$ cat config.mk
export PLATFORM = sky130hd
export DESIGN_NAME = feed_scheduler
export DESIGN_NICKNAME = d
export VERILOG_FILES = /design/src/rtl/feeder_pkg.sv /design/src/rtl/sec_tick.sv /design/src/rtl/feed_scheduler.sv
export SDC_FILE = /design/constraint.sdc
export NUM_CORES = 1
export LEC_CHECK = 0
export BUFFER_PORTS_ARGS = -buffer_cell sky130_fd_sc_hd__buf_2
export CAP_MARGIN = 15
export CELL_PAD_IN_SITES_DETAIL_PLACEMENT = 0
export CELL_PAD_IN_SITES_GLOBAL_PLACEMENT = 1
export CORE_MARGIN = 2
export CORE_UTILIZATION = 25
export CTS_CLUSTER_DIAMETER = 40
export DETAILED_ROUTE_END_ITERATION = 10
export PLACE_DENSITY = 0.49
export SLEW_MARGIN = 20
export SYNTH_ARGS = -nofsm -noshare
export SYNTH_HDL_FRONTEND = slang
export SYNTH_HIERARCHICAL = 1
export SYNTH_SLANG_ARGS = --single-unit
$ cat constraint.sdc
create_clock -name clock -period 7.1 [get_ports clock]
set_input_delay 1.065 -clock clock [delete_from_list [all_inputs] [get_ports clock]]
set_output_delay 1.065 -clock clock [all_outputs]
set_load 0.005 [all_outputs]
$ cat src/rtl/feeder_pkg.sv
// Definitions shared by the feed scheduler and the feeder motor controller:
// the scheduler state encoding and the common clock rate that defines one second.
package feeder_pkg;

  localparam int CLK_HZ_DEFAULT = 50_000_000;

  typedef enum logic [1:0] {
    IDLE     = 2'd0,
    FEED     = 2'd1,
    COOLDOWN = 2'd2
  } feed_state_t;

  function automatic int max_int(input int a, input int b);
    return (a > b) ? a : b;
  endfunction

endpackage

$ cat src/rtl/sec_tick.sv
// One-second prescaler: tick pulses for one cycle every CLK_HZ cycles.
// A synchronous clear restarts the second so the caller can align it to an event.
module sec_tick #(
  parameter int CLK_HZ = 10
) (
  input  logic clock,
  input  logic reset,
  input  logic clear,
  output logic tick
);

  localparam int CNT_W = (CLK_HZ > 1) ? $clog2(CLK_HZ) : 1;
  localparam logic [CNT_W-1:0] LAST = CNT_W'(CLK_HZ - 1);

  logic [CNT_W-1:0] count_reg;

  assign tick = (count_reg == LAST);

  always_ff @(posedge clock) begin
    if (reset || clear) begin
      count_reg <= '0;
    end else if (count_reg == LAST) begin
      count_reg <= '0;
    end else begin
      count_reg <= count_reg + 1'b1;
    end
  end

endmodule

$ cat src/rtl/feed_scheduler.sv
// Decides when the feeder runs: manual button or auto interval starts a feed,
// activate is held for FEED_SEC seconds, then a cooldown locks out new triggers.
module feed_scheduler
  import feeder_pkg::*;
#(
  parameter int CLK_HZ       = CLK_HZ_DEFAULT,
  parameter int FEED_SEC     = 5,
  parameter int COOLDOWN_SEC = 10,
  parameter int INTERVAL_W   = 16,
  parameter int COUNT_W      = 8
) (
  input  logic                  clock,
  input  logic                  reset,
  input  logic                  enable,
  input  logic                  manual_btn,
  input  logic [INTERVAL_W-1:0] interval_sec,
  output logic                  activate,
  output logic                  busy,
  output logic [COUNT_W-1:0]    feed_count,
  output logic [INTERVAL_W-1:0] next_feed_sec
);

  localparam int SEC_MAX = max_int(FEED_SEC, COOLDOWN_SEC);
  localparam int SEC_W   = $clog2(SEC_MAX + 1);
  localparam logic [SEC_W-1:0] FEED_LAST = SEC_W'(FEED_SEC - 1);
  localparam logic [SEC_W-1:0] COOL_LAST = SEC_W'((COOLDOWN_SEC > 0) ? COOLDOWN_SEC - 1 : 0);

  feed_state_t           state_reg;
  logic                  activate_reg;
  logic                  busy_reg;
  logic [COUNT_W-1:0]    feed_count_reg;
  logic [INTERVAL_W-1:0] countdown_reg;
  logic [INTERVAL_W-1:0] next_feed_reg;
  logic [SEC_W-1:0]      sec_reg;
  logic                  sync1_reg;
  logic                  sync2_reg;
  logic                  prev_reg;

  logic tick;
  logic man_edge;
  logic auto_active;
  logic auto_fire;
  logic trigger;
  logic transition;

  assign man_edge    = sync2_reg & ~prev_reg;
  assign auto_active = enable && (interval_sec != '0);
  assign auto_fire   = auto_active && tick && (countdown_reg == INTERVAL_W'(1));
  assign trigger     = man_edge || auto_fire;

  // Restart the second on every state change so each phase lasts whole seconds.
  always_comb begin
    transition = 1'b0;
    case (state_reg)
      IDLE:     transition = trigger;
      FEED:     transition = tick && (sec_reg == FEED_LAST);
      COOLDOWN: transition = tick && (sec_reg == COOL_LAST);
      default:  transition = 1'b1;
    endcase
  end

  sec_tick #(
    .CLK_HZ(CLK_HZ)
  ) u_sec_tick (
    .clock(clock),
    .reset(reset),
    .clear(transition),
    .tick (tick)
  );

  always_ff @(posedge clock) begin
    if (reset) begin
      state_reg      <= IDLE;
      activate_reg   <= 1'b0;
      busy_reg       <= 1'b0;
      feed_count_reg <= '0;
      sec_reg        <= '0;
      countdown_reg  <= interval_sec;
      next_feed_reg  <= auto_active ? interval_sec : '0;
      sync1_reg      <= 1'b0;
      sync2_reg      <= 1'b0;
      prev_reg       <= 1'b0;
    end else begin
      sync1_reg <= manual_btn;
      sync2_reg <= sync1_reg;
      prev_reg  <= sync2_reg;
      case (state_reg)
        IDLE: begin
          if (trigger) begin
            // Countdown and next_feed_sec stay frozen through the feed.
            state_reg    <= FEED;
            activate_reg <= 1'b1;
            busy_reg     <= 1'b1;
            if (feed_count_reg != {COUNT_W{1'b1}}) begin
              feed_count_reg <= feed_count_reg + 1'b1;
            end
          end else if (!auto_active) begin
            countdown_reg <= interval_sec;
            next_feed_reg <= '0;
          end else if (interval_sec < countdown_reg) begin
            countdown_reg <= interval_sec;
            next_feed_reg <= interval_sec;
          end else if (tick) begin
            countdown_reg <= countdown_reg - 1'b1;
            next_feed_reg <= countdown_reg - 1'b1;
          end else begin
            next_feed_reg <= countdown_reg;
          end
        end
        FEED: begin
          if (tick) begin
            if (sec_reg == FEED_LAST) begin
              sec_reg      <= '0;
              activate_reg <= 1'b0;
              if (COOLDOWN_SEC == 0) begin
                state_reg     <= IDLE;
                busy_reg      <= 1'b0;
                countdown_reg <= interval_sec;
                next_feed_reg <= auto_active ? interval_sec : '0;
              end else begin
                state_reg <= COOLDOWN;
              end
            end else begin
              sec_reg <= sec_reg + 1'b1;
            end
          end
        end
        COOLDOWN: begin
          if (tick) begin
            if (sec_reg == COOL_LAST) begin
              sec_reg       <= '0;
              state_reg     <= IDLE;
              busy_reg      <= 1'b0;
              countdown_reg <= interval_sec;
              next_feed_reg <= auto_active ? interval_sec : '0;
            end else begin
              sec_reg <= sec_reg + 1'b1;
            end
          end
        end
        default: begin
          state_reg    <= IDLE;
          activate_reg <= 1'b0;
          busy_reg     <= 1'b0;
          sec_reg      <= '0;
        end
      endcase
    end
  end

  assign activate      = activate_reg;
  assign busy          = busy_reg;
  assign feed_count    = feed_count_reg;
  assign next_feed_sec = next_feed_reg;

endmodule
==> impl_results.md, run 1 <==
- RSZ-0062 raised after global routing: no
- Slew Viols, Final: 0
- Syn Area/Cell: about 9.4 um2
- First-pass GRT wire length: 18.3 mm
- Hold Path End: sync2_reg
- CTS clk-pin slew, worst paths: roughly 0.060 ns
- Starting Density: 25.3%
- Setup TNS: 0 ns
- Mapped Nets: about 510
- Most used cell, CP: nor2_1
- Vias in the first global route: 3521
- WP depth: 14
- PD cells: 330 nW/um2
- Yosys reg bits: 77
- DP Area: between 4000 and 5000 um2
- Crit start category: flip-flop
- I/O Buffers: 45
- Max-slew headroom: 34.4%
- Max reg flops: 26
- Final WL: 11.2 mm
- Initial drt markers: between 150 and 200
- Pin count of the biggest net entering global routing: 33
- Io pins: 46
- CTS Buf Count: 9
- Distinct cells, synth: 62
- R2r endpoint: u_sec_tick/count_reg[7]
- CTS H-tree lvls: 3
- Sw Ratio: 34.7%
- Clock buffer depth: 2
- # diodes: 0
- Crit path max fanout: 26
- Core Area: 17200 um2
- Status: finished, final reports clean
- Routability cong.: 0.759
- Layout cells sized above 1: 17.0%
- DRC: 0
- Dpl hpwl: 8.04 mm
- Total Routing Usage GR: 12.8%
- Hold slack final: 0.437 ns
- Fin. Hold Viols: 0
- Layout Skew: about 0.009 ns
- # nets final: 553
- Slew @ Worst Pin: roughly 0.98 ns
- Combinational Power Share: 31.4%
- Hold Crit Depth: 1
- Pre-Repair DR Iteration Count: 4
- Vias post-DR: 3565
- FMAX: around 240 MHz
- DIE AREA: around 18000 um2
- DIE HEIGHT: 136 um
- Fin crit share: between 50 and 60%
- Cell family with most CP delay: simple AND/OR/NAND/NOR gates
- Row cnt: between 40 and 50
- LEAKAGE: about 0.0019 uW
- Asr flop ratio synth: 0%
- Cell Area, Synth: 4350 um2
- Slowest cell delay on critical path: 0.73 ns
- CTS tree: built
- Antenna-violating nets left: 0
- HP Start: sync1_reg
- Hold_buf cts: 0
- CP Cell Sequence: ha_1, nand3_2, or4_1, nor4_1, buf_4, or4bb_1, nor4_4, a21oi_2, nor2_1, a311o_1, nor2_1, o41ai_4, buf_4, nor2_1
- Dpl ws: 2.99 ns
- HP Class: reg -> reg
- Setup bufs post-CTS: 0
- FF-to-FF Start: u_sec_tick/count_reg[0]
- EDFF count, synth: 32
- Die width: 136 um
- Slowest cell on the critical path: or4_1
- VDD IR max: 0.133 mV
- CP Data Arrival Time: roughly 4.3 ns
- Crit end category: flip-flop
- Critical Path RT: 7.32 ns
- Count of final setup violators: 0
- Minimum clock period: 4.09 ns
- Clk pwr share: 28.6%
- Number of antenna violations at the first check in global routing: 0
- Power share of the sequential group: 40.0%
- Final WS setup: 3.01 ns
- Worst Path Buf+Inv: 2
- Synth Warn #: 6
- Average routed wire per standard cell: around 15 um
- Pint: 1100 uW
- R2r setup slk: 3.01 ns
- GRT overflow: 0
- Post-cts gate resize count: 0
- Worst-Skew Late Latency: about 0.34 ns
- Post-Synthesis Cells: 463
- R2R depth: 14
- Root Buffer: clkbuf_16
- Via/cell ratio: roughly 4.8
- NetSw: 587 uW
- Final instance area: 5130 um2
- Seq/Total Area, Yosys: between 40% and 50%
- Clk sink count: 77
- Max-cap viol count: 0
- Worst Setup Path Type: reg -> reg
- Ys flop type: dfxtp_1
- Area Overhead vs Synth: 18.0%
-- layer usage --
metal | vias to the layer above | part of all wire, % | track usage [%]
met1 | 1702 | 50 | 16.9
li1 | 1790 | - | -
met2 | 57 | 45 | 20.1
met4 | 0 | 1.9 | 4.63
met5 | - | 0 | 0
met3 | 16 | 3.5 | 3.39
-- Yosys cell counts (5+ instances only) --
| master | count | share of area, % |
|---|---|---|
| dfxtp_1 | 45 | 21 |
| clkbuf_1 | 9 | 0.78 |
| nand3_1 | 20 | 2.3 |
| edfxtp_1 | 32 | 22 |
| o21ai_0 | 23 | 2.6 |
| nor2b_1 | 5 | 0.72 |
| or3_1 | 7 | 1.0 |
| xnor2_1 | 27 | 5.4 |
| nand2_1 | 32 | 2.8 |
| xor2_1 | 5 | 1.0 |
| ha_1 | 26 | 7.5 |
| inv_1 | 29 | 2.5 |
| o21a_1 | 5 | 0.86 |
| nor3_1 | 12 | 1.4 |
| buf_6 | 5 | 1.3 |
| nor2_1 | 43 | 3.7 |
| a21o_1 | 11 | 1.9 |
| or4_1 | 6 | 1.0 |
| a31o_2 | 10 | 2.0 |
| nand4_1 | 7 | 1.0 |
| a21oi_1 | 27 | 3.1 |
| nor4_1 | 14 | 2.0 |
-- how the worst max path moves through the flow --
stage | startpoint | to | slack, ns
final | u_sec_tick/count_reg[0] | u_sec_tick/count_reg[7] | 3.01
after floorplan | u_sec_tick/count_reg[0] | countdown_reg[0] | 3.04
after CTS | u_sec_tick/count_reg[0] | u_sec_tick/count_reg[3] | 2.97
after global placement | interval_sec[1] | next_feed_sec[10] | 2.87
after detailed placement | u_sec_tick/count_reg[0] | u_sec_tick/count_reg[3] | 2.99
after global routing | u_sec_tick/count_reg[0] | u_sec_tick/count_reg[3] | 2.65
-- worst register-to-register path, cell delays in order, from the launching register on --
cell     delay (ns)
dfxtp_1        0.36
ha_1           0.21
nand3_2        0.18
or4_1          0.73
nor4_1         0.33
buf_4          0.21
or4bb_1        0.54
nor4_4         0.24
a21oi_2        0.19
nor2_1         0.26
a311o_1        0.16
nor2_1         0.07
o41ai_4        0.07
buf_4          0.33
nor2_1         0.10
-- power groups by stage --
| stage | Clock [uW] | Combinational, uW | Sequential, uW |
|---|---|---|---|
| after floorplan | 0 | 354 | 676 |
| after global placement | 0 | 540 | 686 |
| after detailed placement | 0 | 535 | 687 |
| after CTS | 502 | 539 | 677 |
| after global routing | 522 | 606 | 691 |
| final | 484 | 531 | 675 |
-- final cells by class --
class / count / area (um2)
Multi-Input combinational cell: 341 / 2310
Tap cell: 225 / 282
Inverter: 29 / 109
Clock inverter: 2 / 8.76
Clock buffer: 14 / 308
Fill cell: 1858 / 12000
Sequential cell: 77 / 1860
Timing Repair Buffer: 49 / 255
-- through the flow --
| stage | total power [uW] | utilization (%) | instances |
|---|---|---|---|
| after floorplan | 1030 | - | 463 |
| after global placement | 1230 | 28.0 | 721 |
| after detailed placement | 1220 | 28.0 | 721 |
| after CTS | 1720 | 29.9 | 737 |
| after global routing | 1820 | 29.9 | 737 |
| final | 1690 | 29.9 | 737 |
-- cell usage in the layout, fill, tap and decap left out, drive strengths merged, types with 4 or more instances in the layout --
cell	Yosys	final
buf	7	49
dfxtp	45	45
nor2	43	43
nand2	32	32
edfxtp	32	32
inv	29	29
a21oi	28	28
xnor2	27	27
ha	26	26
o21ai	24	24
nand3	21	21
nor4	16	16
clkbuf	9	14
nor3	12	12
a21o	11	11
a31o	10	10
or3	8	8
or4	8	8
nand4	7	7
nor2b	5	5
o21a	5	5
xor2	5	5
and4	5	5
a31oi	4	4
a21boi	4	4
-- kinds of logic after synthesis --
| logic type | Yosys count | synth area share (%) |
|---|---|---|
| flip-flops | 77 | 42.8 |
| adder cells (fa/ha/maj) | 26 | 7.48 |
| AO/OA/AOI/OAI | 105 | 16.1 |
| AND/OR/NAND/NOR | 178 | 22.4 |
| buffers and inverters | 45 | 4.78 |
| XOR/XNOR | 32 | 6.45 |
(Power assumes the default switching activity.)
==> inputs of run 2 (changes only) <==
Settings changed: ABC_AREA set to 1, PLACE_DENSITY 0.49 to 0.51.
Clock period 7.1 ns to 4.3 ns, I/O delays scaled along.
==> run 2 against run 1 <==
Effect of this change: combinational power increased by 86%; via count up 21%; power rose by 65%; routed wire length increased by 14%; count of clock-buffer cells in the layout fell by 3; clock skew shrank 0.0033 ns; hold slack lost 0.026 ns; synthesized cell count increased by 47%; register-to-register slack lost 1.9 ns.
==> impl_results.md, run 2 <==
- Status: finished, final reports clean
- Final WS setup: 1.15 ns (-1.86 ns)
- I/O Buffers: 45 (unchanged)
- Post-synth top cells: 218 x nand2_1, 77 x nor2_1, 75 x inv_1, 45 x dfxtp_1, 39 x nand3_1
- Average routed wire per standard cell: 12.8 um (-16%)
- Worst-Skew Late Latency: 0.34 ns (about the same)
- Yosys reg bits: 77 (unchanged)
- Distinct cells, synth: 33 (-47%)
- CP startpoint: u_sec_tick/count_reg[0]
- Largest area contributor in the netlist: edfxtp_1
- Via/cell ratio: 4.33 (-11%)
- Dpl hpwl: 9.43 mm (+17%)
- HP Start: sync1_reg
- Clock buffer depth: 2 (unchanged)
- Setup bufs post-CTS: 0 (unchanged)
- Cell Area, Synth: 4980 um2 (+15%)
- Slowest cell on the critical path: nor2_1
- Crit path max fanout: 25 (-3.8%)
- FILL cells: 2208 (+19%)
- Core Area: 19500 um2 (+14%)
- Adder-Cell Fraction of Synth Area: 6.53% (-0.96 points)
- Area Overhead vs Synth: 15.0%
- Count of final setup violators: 0 (unchanged)
- Total Power: 2780 uW (+65%)
- Syn Area/Cell: 7.31 um2 (-22%)
- Most common cell after layout, fill and taps aside: nand2_1
- LEAKAGE: 0.00249 uW (+28%)
- Critical Path RT: 4.50 ns (-2.82 ns)
- Root Buffer: clkbuf_16
- Post-cts gate resize count: 0 (unchanged)
- Slew Viols, Final: 0 (unchanged)
- Total Routing Usage GR: 12.7% (-0.11 points)
- Max reg flops: 26 (unchanged)
- Most frequent cell after synthesis: nand2_1
- Worst Setup Path Type: reg -> reg
- Post-synthesis simple-gate area fraction: 39.3% (+17 points)
- Minimum clock period: 3.15 ns (-0.945 ns)
- Ys flop type: dfxtp_1
- CTS clk-pin slew, worst paths: 0.06 ns (about the same)
- # nets final: 774 (+40%)
- XOR/XNOR share of the synthesized area: 4.75% (-1.7 points)
- Worst Path Buf+Inv: 0 (-2)
- Fin. Hold Viols: 0 (unchanged)
- Cell family with most CP delay: simple AND/OR/NAND/NOR gates
- Slowest cell delay on critical path: 0.52 ns (-0.21 ns)
- Pre-Repair DR Iteration Count: 4 (unchanged)
- CP Cell Sequence: ha_1, nand3_2, nor2_2, nand2_1, nor2_1, nand2_1, nor2_1, nand2_1, nor2_2, nand3_2, nand2_2, nand2_1, nand3b_1, or2_2, o21bai_4, nor2_1
- CTS Buf Count: 9 (unchanged)
- Compound-Gate Fraction of Synth Area: 4.29% (-12 points)
- Dpl ws: 1.08 ns (-1.90 ns)
- Post-Synthesis Cells: 682 (+47%)
- Antenna-violating nets left: 0 (unchanged)
- Vias in the first global route: 4286 (+22%)
- Initial drt markers: 230 (+46%)
- Asr flop ratio synth: 0% (unchanged)
- Fin crit share: 73.2% (+16 points)
- Pin count of the biggest net entering global routing: 33 (unchanged)
- First-pass GRT wire length: 21.5 mm (+17%)
- Clk sink count: 77 (unchanged)
- Io pins: 46 (unchanged)
- DIE HEIGHT: 145 um (+6.9%)
- DIE AREA: 21100 um2 (+14%)
- FMAX: 318 MHz (+30%)
- Post-synthesis mux area share: 0% (unchanged)
- Most used cell, CP: nand2_1
- Routability cong.: 0.819 (+8.0%)
- Max-slew headroom: 34.3% (-0.12 points)
- # diodes: 0 (unchanged)
- Vias post-DR: 4315 (+21%)
- Max-cap viol count: 0 (unchanged)
- Layout Skew: 0.00590 ns (-0.00326 ns)
- RSZ-0062 raised after global routing: no
- Crit start category: flip-flop
- Starting Density: 25.5% (+0.22 points)
- DRC: 0 (unchanged)
- VDD IR max: 0.208 mV (+56%)
- Crit end category: flip-flop
- R2r setup slk: 1.15 ns (-1.86 ns)
- Largest family of logic cells by synthesized area: simple AND/OR/NAND/NOR gates
- Mapped Nets: 728 (+43%)
- Die width: 145 um (+6.9%)
- Final WL: 12.7 mm (+14%)
- Setup TNS: 0 ns (unchanged)
- CTS tree: built
- Synth Warn #: 6 (unchanged)
- Most frequent cells in the layout: 218 x nand2_1, 77 x nor2_1, 75 x inv_1, 45 x dfxtp_1, 45 x buf_2
- Layout cells sized above 1: 15.6% (-1.4 points)
- FF-to-FF Start: u_sec_tick/count_reg[0]
- CTS H-tree lvls: 3 (unchanged)
- HP Class: reg -> reg
- Top cell type's share of synthesized area: 19.3% (-2.8 points)
- Hold slack final: 0.411 ns (-0.0260 ns)
- Row cnt: 51 (+6.3%)
- Top cells by area, synth: edfxtp_1 19%, dfxtp_1 18%, nand2_1 16%
- Number of antenna violations at the first check in global routing: 0 (unchanged)
- PD cells: 485 nW/um2 (+47%)
- EDFF count, synth: 32 (unchanged)
- Slew @ Worst Pin: 0.985 ns (+0.00441 ns)
- CP Data Arrival Time: 3.35 ns (-0.96 ns)
- Seq/Total Area, Yosys: 37.4% (-5.5 points)
- Hold_buf cts: 0 (unchanged)
- GRT overflow: 0 (unchanged)
-- run 2: changes by cell type after synthesis, sizes merged, moves of 16 or more --
| cell | delta |
|---|---|
| nand2 | +195 |
| nor2 | +60 |
| inv | +49 |
| nand3 | +24 |
| xnor2 | -17 |
| nand3b | +16 |
-- run 2: worst paths after layout --
kind	cells past startpoint	end
setup / recovery	16	u_sec_tick/count_reg[21]
hold / removal	2	sync2_reg
setup reg to reg	16	u_sec_tick/count_reg[21]
hold reg to reg	2	sync2_reg
-- run 2: stage by stage --
step | cell area (um2) | util, % | cells
after detailed placement | 5470 | 28.0 | 982
after CTS | 5730 | 29.4 | 997
after global routing | 5730 | 29.4 | 997
final | 5730 | 29.4 | 997
after floorplan | 4980 | - | 682
after global placement | 5470 | 28.0 | 982
-- run 2: cell type report --
| class | count | area (um2) | area share (%) |
|---|---|---|---|
| sequential | 77 | 1860 | 32.5 |
| timing repair buffer | 48 | 248 | 4.32 |
| tap | 265 | 332 | 5.78 |
| multi-input combinational | 514 | 2730 | 47.7 |
| clock inverter | 4 | 22.5 | 0.393 |
| clock buffer | 11 | 243 | 4.23 |
| inverter | 78 | 293 | 5.11 |
-- run 2: worst register-to-register path: stages, from the launching register on --
cell and delay [ns]:
dfxtp_1 0.37, ha_1 0.23, nand3_2 0.11, nor2_2 0.13
nand2_1 0.12, nor2_1 0.52, nand2_1 0.11, nor2_1 0.12
nand2_1 0.07, nor2_2 0.12, nand3_2 0.11, nand2_2 0.20
nand2_1 0.12, nand3b_1 0.11, or2_2 0.12, o21bai_4 0.34
nor2_1 0.12
-- run 2: where the power goes --
part / switching [uW] / leakage [uW] / internal (uW)
Clock: 309 / 0.000136 / 403
Sequential: 102 / 0.000706 / 979
Combinational: 647 / 0.00164 / 342
-- run 2: routing by layer --
layer  wire length [um]  part of all wire (%)  vias to the layer above  track usage, %
li1                   -                     -                     2263               -
met4                127                   1.0                        0            3.53
met2               5780                    45                       62            20.2
met3                474                   3.7                        9            2.83
met1               6370                    50                     1981            17.3
met5                  0                     0                        -               0
-- run 2: cells by family (layout without fill, tap and decap cells) --
family	Yosys count	in the layout
xor gates and xnor gates	27	27
and+or+nand+nor	423	423
AOI/OAI and AO/OA	38	38
adders and majority gates	26	26
buffers and inverters	91	141
DFF	77	77
